## config.mk

```make
export PLATFORM = sky130hd
export DESIGN_NAME = pipe_ctrl
export DESIGN_NICKNAME = d
export VERILOG_FILES = /design/src/rtl/pipe_ctrl.sv
export SDC_FILE = /design/constraint.sdc
export NUM_CORES = 1
export LEC_CHECK = 0
export ABC_AREA = 1
export BUFFER_PORTS_ARGS = -buffer_cell sky130_fd_sc_hd__buf_2
export CORE_MARGIN = 2
export CORE_UTILIZATION = 39
export CTS_CLUSTER_DIAMETER = 150
export DETAILED_ROUTE_END_ITERATION = 8
export PLACE_DENSITY = 0.74
export SETUP_SLACK_MARGIN = 0.5
export SLEW_MARGIN = 25
export SYNTH_ARGS = -nofsm -noshare
export SYNTH_HDL_FRONTEND = slang
export SYNTH_SLANG_ARGS = --single-unit
export TNS_END_PERCENT = 10
```

## constraint.sdc

```tcl
create_clock -name clk -period 1.3 [get_ports clk]
set_input_delay 0.13 -clock clk [delete_from_list [all_inputs] [get_ports clk]]
set_output_delay 0.13 -clock clk [all_outputs]
set_load 0.02 [all_outputs]
```

## src/rtl/pipe_ctrl.sv

```systemverilog
// rtl/pipe_ctrl.sv - pipeline sequencer: stall vector, multi-cycle EX sequencing, exception flush
module pipe_ctrl #(
    parameter int MC_CNT_W = 6
) (
    input  logic                clk,
    input  logic                rst,
    input  logic                stallreq_id,
    input  logic                stallreq_mem,
    input  logic                mc_start,
    input  logic [MC_CNT_W-1:0] mc_cycles,
    input  logic                exc_valid,
    input  logic [31:0]         exc_handler,
    output logic [5:0]          stall,
    output logic                flush,
    output logic [31:0]         new_pc,
    output logic                mc_busy,
    output logic                mc_done
);

    typedef enum logic [1:0] {
        IDLE   = 2'd0,
        MC_RUN = 2'd1,
        FLUSH  = 2'd2
    } state_t;

    localparam logic [5:0]          STALL_MEM = 6'b011111;
    localparam logic [5:0]          STALL_EX  = 6'b001111;
    localparam logic [5:0]          STALL_ID  = 6'b000111;
    localparam logic [MC_CNT_W-1:0] CNT_ONE   = MC_CNT_W'(1);

    state_t              state;
    logic [MC_CNT_W-1:0] cnt;
    logic                ex_req;

    // Outputs are forced quiet while reset is held so nothing leaks from live request lines.
    always_comb begin
        ex_req  = 1'b0;
        mc_busy = 1'b0;
        mc_done = 1'b0;
        stall   = 6'b000000;
        if (!rst) begin
            case (state)
                IDLE: ex_req = mc_start;
                MC_RUN: begin
                    mc_busy = 1'b1;
                    ex_req  = (cnt > CNT_ONE);
                    mc_done = (cnt == CNT_ONE);
                end
                default: ex_req = 1'b0;
            endcase
            if (state != FLUSH) begin
                if (stallreq_mem)
                    stall = STALL_MEM;
                else if (ex_req)
                    stall = STALL_EX;
                else if (stallreq_id)
                    stall = STALL_ID;
            end
        end
    end

    always_ff @(posedge clk) begin
        if (rst) begin
            state  <= IDLE;
            cnt    <= '0;
            flush  <= 1'b0;
            new_pc <= 32'h0;
        end else if (exc_valid) begin
            // An exception drops any pending start and aborts a running op without mc_done.
            state  <= FLUSH;
            cnt    <= '0;
            flush  <= 1'b1;
            new_pc <= exc_handler;
        end else begin
            flush <= 1'b0;
            case (state)
                IDLE: begin
                    if (mc_start) begin
                        cnt   <= (mc_cycles == '0) ? CNT_ONE : mc_cycles;
                        state <= MC_RUN;
                    end
                end
                MC_RUN: begin
                    if (!stallreq_mem) begin
                        if (cnt > CNT_ONE) begin
                            cnt <= cnt - CNT_ONE;
                        end else begin
                            cnt   <= '0;
                            state <= IDLE;
                        end
                    end
                end
                default: begin
                    cnt   <= '0;
                    state <= IDLE;
                end
            endcase
        end
    end

endmodule

```

==> results of run 1 <==
[area by class of cell]
cell class	instances	area (sq um)
clock buffers	7	96.34
clock inverters	1	5.005
fillers	303	1269
inverters	17	68.82
multi-input cells	105	740.7
flip-flops and latches	41	868.3
well taps	50	62.56
repair buffers	106	832.0
[sequential cells by signal, summed over array words and instances, names as in the netlist]
register  cells
flush         1
cnt           6
state         2
new_pc       32
[stage by stage]
| step | hold slack [ns] | cells | cell area [sq um] | TNS, ns |
|---|---|---|---|---|
| finish | 0.04778 | 327 | 2674 | -2.388 |
| global route | 0.04560 | 327 | 2674 | -3.662 |
| CTS | 0.04128 | 323 | 2594 | -1.828 |
| detailed placement | 0.3431 | 313 | 2175 | -0.3911 |
| global placement | 0.3387 | 313 | 2175 | -0.1936 |
| floorplan | 0.2461 | 172 | 1627 | -0.3311 |
[where the power goes]
| group | internal, uW | switching, uW |
|---|---|---|
| Clock | 479 | 407 |
| Sequential | 1340 | 53.3 |
| Combinational | 314 | 302 |
| Total | 2130 | 762 |
[worst paths after layout]
path / endpoint / cells after the start
worst min-delay path: new_pc[18] / 2
worst max register to register: cnt[5] / 13
worst min register to register: new_pc[22] / 1
worst max-delay path: stall[0] / 10
[Yosys cell counts (all sizes together)]
master,number
dfxtp,41
nand2,33
a22o,32
inv,17
nor2,12
buf,9
a21oi,8
nand3,4
o21ai,4
xnor2,3
ha,2
nor3,2
conb,1
nand4,1
o21a,1
o21bai,1
or2,1
[per-layer routing]
metal	global-route usage	up-vias	share of wire
li1	-	790	-
met1	0.1946	710	0.39
met2	0.3321	62	0.53
met3	0.05833	7	0.069
met4	0.05867	0	0.011
met5	0	-	0
[worst reg2reg max path, stage by stage, from the launching register on]
cell	delay (ns)
dfxtp_4	0.37
inv_4	0.06
ha_4	0.12
inv_2	0.03
nand2_1	0.06
nand3_2	0.06
nand2_2	0.10
inv_2	0.05
buf_4	0.12
buf_4	0.13
nand3_1	0.06
nand2_1	0.06
nand2_1	0.06
a21oi_1	0.05
[cell families after synthesis]
kind of cell / after synthesis / synth area share
AO/OA/AOI/OAI: 46 / 0.2342
XOR/XNOR: 3 / 0.01662
adder cells (fa/ha/maj): 2 / 0.01582
buffers and inverters: 26 / 0.07357
flip-flops: 41 / 0.5190
other: 1 / 0.002371
AND/OR/NAND/NOR: 53 / 0.1384
[repair_timing]
action,in CTS,in global routing
setup endpoints to repair,47,65
hold buffers,0,0
resized for setup,119,14
setup buffers,2,4
pin swaps,0,2
==> results.json, run 1 <==
{
  "status": "finished, violations left",
  "violations": "negative setup slack",
  "die_y_um": 67.68,
  "route.detailed.drc": 0,
  "worstPathArrival_ns": 1.54,
  "worst_ir_drop_vdd_mv": 0.7672,
  "overflow": 0,
  "first_global_vias": 1423,
  "gr-usage-all-layers": 0.1811,
  "worst_path_most_repeated_cell": "inv_2",
  "clkLatencyLatePin_ns": 0.28,
  "path_buf_inv": 4,
  "hold_viol": 0,
  "worstSetupPathType": "reg2out",
  "ios": 85,
  "clk_pin_slew_worst_paths_ns": 0.07,
  "cts_max_level": 2,
  "synth_top_area_cell": "dfxtp_1",
  "hold_start": "exc_handler[18]",
  "port_buffers": 83,
  "fin_ws_ns": -0.3742,
  "clock_sinks": 41,
  "yosysTopAreaCellShare": 0.5190,
  "pre_cts_slack_ns": -0.08793,
  "p_total_uw": 2894,
  "core.rowCount": 23,
  "skew_ns": 0.0008137,
  "start_kind": "flop",
  "synth_cells": 172,
  "place_congestion": 0.8088,
  "synthDistinctLibCells": 22,
  "max_cap_viol_count": 0,
  "clk_path_buf_depth": 2,
  "min_period_ns": 1.674,
  "cts_tree": "yes",
  "hold_class": "in2reg",
  "crit_required_ns": 1.17,
  "dr_total_vias": 1569,
  "drive_gt1_frac": 0.6390,
  "clockRootBuffer": "clkbuf_8",
  "drv_slew": 0,
  "cts_made_buffers": 5,
  "fmax_mhz": 597.3,
  "ys_seq_area_frac": 0.5190,
  "antenna_found_initial": 0,
  "area_delta_synth_final_pct": 69.07,
  "nets": 322,
  "yosysWarningCount": 0,
  "first_iter_violations": 26,
  "routed_wl_um": 4196,
  "dieArea_sq_mm": 0.004581,
  "p_per_area_mw_per_mm2": 1082,
  "grt_max_degree": 34,
  "synth.area.top_cells": "dfxtp_1, a22o_1, nand2_1",
  "end_kind": "output pin",
  "critPathTopFamily": "simple AND/OR/NAND/NOR gates",
  "crit_path_top_delay_cell": "dfxtp_4",
  "dpl.hpwl_um": 2765,
  "diodes": 0,
  "synth_fp_nets": 218,
  "die_w_um": 67.68,
  "start_util": 0.4011,
  "ys_ff_latch": 41,
  "drtAntennaViolNets": 0,
  "cpPeakStageDelay_ns": 0.37,
  "crit_fanout": 3,
  "path_cells": "inv_4 -> ha_4 -> inv_2 -> nand2_1 -> nand3_2 -> nand2_2 -> inv_2 -> nor3_4 -> a21oi_4 -> buf_6",
  "timing.rr.start": "cnt[0]",
  "rsz0062_at_grt": "true",
  "finalSetupViolCount": 13,
  "wl_per_cell_um": 12.83,
  "avgSynthCellArea_sq_um": 9.195,
  "synth_area_sq_mm": 0.001582,
  "p_leak_uw": 0.001296,
  "layout_common_cells": "buf_2, buf_6, dfxtp_2, a22o_1, nand2_1",
  "critical_path.startpoint": "cnt[0]",
  "viasPerCell": 4.798,
  "core-area_sq_mm": 0.003943,
  "period_share": 1.288,
  "layout_commonest_cell": "buf_2",
  "firstDrtPassIters": 4,
  "final_util": 0.6782,
  "grt_pass1_wl_um": 6223,
  "r2r_setup_slack_ns": -0.14
}
Power figures use the tool's default switching activity.
==> run 2, diff against run 1 <==
- PLACE_DENSITY: 0.74 -> 0.76
==> results.json, run 2 (synthesis results as in run 1) <==
{
  "core-area_sq_mm": 0.003943,
  "clk_path_buf_depth": 2,
  "hold_start": "exc_handler[25]",
  "rsz0062_at_grt": "true",
  "finalSetupViolCount": 13,
  "end_kind": "output pin",
  "hold_viol": 0,
  "crit_fanout": 3,
  "start_util": 0.4011,
  "final_util": 0.6703,
  "regArea_sq_um": 868.3,
  "grt_pass1_wl_um": 6810,
  "firstDrtPassIters": 4,
  "fin_setup_tns_ns": -2.227,
  "dr_total_vias": 1575,
  "violations": "negative setup slack",
  "worstSetupPathType": "reg2out",
  "skew_ns": 0.002143,
  "drtAntennaViolNets": 0,
  "status": "finished, violations left",
  "p_leak_uw": 0.001276,
  "gr-usage-all-layers": 0.1987,
  "worstPathArrival_ns": 1.52,
  "drive_gt1_frac": 0.6282,
  "die_w_um": 67.68,
  "nets": 322,
  "drv_slew": 0,
  "grt_max_degree": 18,
  "fin_ws_ns": -0.3457,
  "final-instance-count-excl-fill": 327,
  "min_period_ns": 1.646,
  "first_iter_violations": 59,
  "place_area_sq_mm": 0.002190,
  "place_congestion": 0.8552,
  "diodes": 0,
  "worst_ir_drop_vdd_mv": 0.7449,
  "ios": 85,
  "layout_commonest_cell": "buf_2",
  "dieArea_sq_mm": 0.004581,
  "ctsHoldBuffers": 0,
  "top_register": "new_pc",
  "p_per_area_mw_per_mm2": 1061,
  "multi_input_area_sq_um": 734.5,
  "fmax_mhz": 607.6,
  "n_fill_cell": 292,
  "first_global_vias": 1537,
  "cts_max_level": 2,
  "clk_pin_slew_worst_paths_ns": 0.08,
  "port_buffers": 83,
  "timing.rr.start": "cnt[0]",
  "critical_path.startpoint": "cnt[0]",
  "cts_tree": "yes",
  "route.detailed.drc": 0,
  "layout_common_cells": "buf_2, buf_6, dfxtp_2, a22o_1, nand2_1",
  "antenna_found_initial": 0,
  "reg_top3": "new_pc (32), cnt (6), state (2)",
  "clkLatencyLatePin_ns": 0.28,
  "core.rowCount": 23,
  "hold_ws_ns": 0.04579,
  "crit_required_ns": 1.17,
  "cts_made_buffers": 5,
  "clock_sinks": 41,
  "start_kind": "flop",
  "die_y_um": 67.68,
  "area_delta_synth_final_pct": 67.09,
  "max_cap_viol_count": 0,
  "period_share": 1.266,
  "wl_per_cell_um": 13.29,
  "routed_wl_um": 4346,
  "dpl.hpwl_um": 2955,
  "clockRootBuffer": "clkbuf_8",
  "overflow": 0,
  "viasPerCell": 4.817,
  "largest_reg_flops": 32,
  "hold_class": "in2reg",
  "fin_area_sq_mm": 0.002643,
  "placedCellCount": 315
}
==> run 2: timing repair <==
action                                 in CTS  in global routing
gates resized for setup                   121                  9
buffers inserted                            3                  1
endpoints found under the hold margin       0                  0
pin swaps                                   3                  2
setup endpoints to repair                  47                 47
==> run 2: worst max-delay path: stages, from the launching register on <==
cell     delay [ns]
dfxtp_4        0.37
inv_4          0.06
ha_4           0.12
inv_2          0.03
nand2_2        0.05
nand3_2        0.07
nand2_2        0.09
inv_2          0.05
nor3_4         0.16
a21oi_4        0.10
buf_6          0.14
==> run 2: power by group <==
part           internal, uW  total [uW]  switching, uW  leakage (uW)
Sequential             1340        1390           55.2      0.000351
Combinational           314         615            301      0.000887
Clock                   380         797            417     0.0000385
Total                  2030        2800            773       0.00128
==> run 2: worst paths after layout <==
check | to | slack, ns | depth (start not counted)
worst max-delay path | stall[1] | -0.35 | 10
worst min-delay path | new_pc[25] | 0.05 | 2
worst max register to register | cnt[3] | -0.12 | 13
worst min register to register | new_pc[23] | 0.49 | 1
==> run 2: area by class of cell <==
type                            instances  area share
Clock buffer                            7     0.02888
Clock inverter                          1    0.002841
Inverter                               17     0.02604
Multi-Input combinational cell        105      0.2779
Sequential cell                        41      0.3286
Tap cell                               50     0.02367
Timing Repair Buffer                  106      0.3120
==> run 2: metal layers <==
metal  track usage  up-vias  wire, um
met3       0.06500        7       274
met2        0.3444       49      2294
met4       0.06633        0        57
li1              -      787         -
met5             0        -         0
met1        0.2285      732      1719
==> run 2: per-stage QoR <==
stage | setup WS [ns] | power, uW
2_1_floorplan | -0.1498 | 1691
3_3_place_gp | -0.05773 | 1882
3_5_place_dp | -0.1019 | 1896
4_1_cts | -0.4107 | 2813
5_1_grt | -0.4523 | 2931
6_report | -0.3457 | 2805
==> run 3, diff against run 2 <==
- ABC_AREA: 1 -> 0
- CORE_UTILIZATION: 39 -> 41
- PLACE_DENSITY: 0.76 -> 0.77
==> results.json, run 3 <==
{
  "crit_fanout": 4,
  "path_buf_inv": 2,
  "area_delta_synth_final_pct": 53.52,
  "drtAntennaViolNets": 0,
  "die_y_um": 69.23,
  "ios": 85,
  "hold_start": "exc_handler[0]",
  "reg2reg_depth": 5,
  "firstDrtPassIters": 4,
  "clk_path_buf_depth": 2,
  "crit_required_ns": 1.17,
  "clkLatencyLatePin_ns": 0.28,
  "fin_ws_ns": -0.4890,
  "dieArea_sq_mm": 0.004792,
  "cpPeakStageDelay_ns": 0.37,
  "synth_commonest_cells": "dfxtp_1, nor2_1, mux2i_1, a21oi_1, o21ai_0",
  "timing.rr.start": "cnt[0]",
  "worst_ir_drop_vdd_mv": 0.7071,
  "synth_fp_nets": 228,
  "cts_max_level": 2,
  "synth_area_sq_mm": 0.001744,
  "synth_top_area_cell": "dfxtp_1",
  "placedCellCount": 317,
  "rsz0062_at_grt": "true",
  "synth_top_family_by_area": "multiplexers",
  "yosysWarningCount": 0,
  "clkPwrFrac": 0.281,
  "place_congestion": 0.8900,
  "wl_per_cell_um": 13.54,
  "switching_share": 0.2779,
  "largest_reg_flops": 32,
  "gr-usage-all-layers": 0.1895,
  "routed_wl_um": 4413,
  "synth_edf_count": 0,
  "fin_setup_tns_ns": -3.411,
  "holdPathEnd": "new_pc[0]",
  "layout_common_cells": "buf_2, dfxtp_2, nor2_1, buf_6, mux2i_1",
  "core.rowCount": 23,
  "synth_compound_area_frac": 0.1119,
  "layout_commonest_cell": "buf_2",
  "combPwrFrac": 0.222,
  "violations": "negative setup slack",
  "start_kind": "flop",
  "dr_total_vias": 1688,
  "nets": 322,
  "r2r-end": "cnt[5]",
  "reg_top3": "new_pc (32), cnt (6), state (2)",
  "first_iter_violations": 64,
  "cts_made_buffers": 5,
  "finalSetupViolCount": 14,
  "synth_ff_type": "dfxtp_1",
  "route.detailed.drc": 0,
  "end_kind": "output pin",
  "yosysTopAreaCellShare": 0.4706,
  "fmax_mhz": 559.0,
  "p_per_area_mw_per_mm2": 1047,
  "synthDistinctLibCells": 40,
  "ys_ff_latch": 41,
  "start_util": 0.4298,
  "avgSynthCellArea_sq_um": 9.583,
  "final-instance-count-excl-fill": 326,
  "max_cap_viol_count": 0,
  "path_cells": "inv_2 -> ha_2 -> or2_4 -> a21oi_4 -> o31ai_2 -> a21oi_2 -> buf_4",
  "synthMostInstantiatedCell": "dfxtp_1",
  "switchingPower_uw": 779.1,
  "worstSetupPathType": "reg2out",
  "critPathTopFamily": "compound AO/OA/AOI/OAI gates",
  "min_period_ns": 1.789,
  "p_total_uw": 2804,
  "synth_adder_area_share": 0.01435,
  "min_path_cells": 3,
  "power_frac_seq": 0.497,
  "p_int_uw": 2025,
  "clock_sinks": 41,
  "muxShareOfSynthArea": 0.1836,
  "dpl.hpwl_um": 3073,
  "async_reset_ff_frac": 0,
  "grt_max_degree": 19,
  "drv_slew": 0,
  "r2r_setup_slack_ns": -0.26,
  "status": "finished, violations left",
  "hold_class": "in2reg",
  "antenna_found_initial": 0,
  "p_leak_uw": 0.001287,
  "synth-xor-area-share": 0.005022,
  "synth.area.top_cells": "dfxtp_1, mux2i_1, nor2_1",
  "pre_cts_slack_ns": -0.2591,
  "first_global_vias": 1687,
  "drive_gt1_frac": 0.5761,
  "top_register": "new_pc",
  "worstPathArrival_ns": 1.66,
  "synth_cells": 182,
  "hold_viol": 0,
  "clk_pin_slew_worst_paths_ns": 0.08,
  "ys_seq_area_frac": 0.4706,
  "core-area_sq_mm": 0.004058,
  "cts_tree": "yes",
  "period_share": 1.376,
  "skew_ns": 0.003068,
  "grt_pass1_wl_um": 7479,
  "port_buffers": 83,
  "crit_path_top_delay_cell": "dfxtp_4",
  "viasPerCell": 5.178,
  "yosys.area_share.simple": 0.1650,
  "overflow": 0,
  "die_w_um": 69.23,
  "clockRootBuffer": "clkbuf_8",
  "diodes": 0
}
[run 3: worst min-delay path: stages]
cell     delay [ns]
buf_2          0.07
mux2i_1        0.05
nor2_1         0.07
[run 3: worst max-delay path by stage]
stage               startpoint       end  cells after the start
detailed placement      cnt[1]  stall[3]                      7
CTS                     cnt[0]  stall[2]                      7
finish                  cnt[0]  stall[0]                      7
global placement        cnt[1]  stall[2]                      7
global route            cnt[0]  stall[0]                      7
floorplan               cnt[0]  stall[1]                      7
[run 3: cells by family (layout without fill, tap and decap cells)]
logic type | count (synthesis) | after routing
and+or+nand+nor | 58 | 58
DFF | 41 | 41
muxes | 32 | 32
AOI/OAI and AO/OA | 30 | 30
buffers and inverters | 17 | 111
adders and majority gates | 2 | 2
other | 1 | 1
xor gates and xnor gates | 1 | 1
[run 3: cell type report]
cell class,count,area [sq um]
Multi-Input combinational cell,124,885.9
Sequential cell,41,870.8
Clock buffer,6,72.57
Fill cell,333,1380
Inverter,4,15.01
Clock inverter,1,8.758
Tap cell,50,62.56
Timing Repair Buffer,100,762.0
[run 3: metrics by stage]
stage / util / hold WS (ns) / instance area, sq um
floorplan: - / 0.2772 / 1767
global placement: 0.5643 / 0.3603 / 2290
detailed placement: 0.5643 / 0.3737 / 2290
CTS: 0.6577 / 0.06914 / 2669
global route: 0.6599 / 0.07866 / 2678
finish: 0.6599 / 0.07640 / 2678
[run 3: power groups by stage]
| stage | combinational (uW) | clock, uW | sequential [uW] |
|---|---|---|---|
| floorplan | 251 | 0 | 1470 |
| global placement | 520 | 0 | 1390 |
| detailed placement | 527 | 0 | 1400 |
| CTS | 615 | 817 | 1390 |
| global route | 670 | 869 | 1400 |
| finish | 622 | 788 | 1390 |
[run 3: per-layer routing]
| layer | vias up | GRT usage | wire length [um] |
|---|---|---|---|
| met2 | 75 | 0.3280 | 2231 |
| met3 | 15 | 0.05378 | 293 |
| met1 | 782 | 0.2158 | 1756 |
| met5 | - | 0 | 0 |
| li1 | 816 | - | - |
| met4 | 0 | 0.08497 | 132 |
[run 3: timing repair]
item / CTS / global route
buffers inserted: 2 / 0
gates resized for setup: 112 / 4
pin swaps: 6 / 2
hold buffers: 0 / 0
gates cloned: 0 / 0
endpoints found under the setup margin: 47 / 47
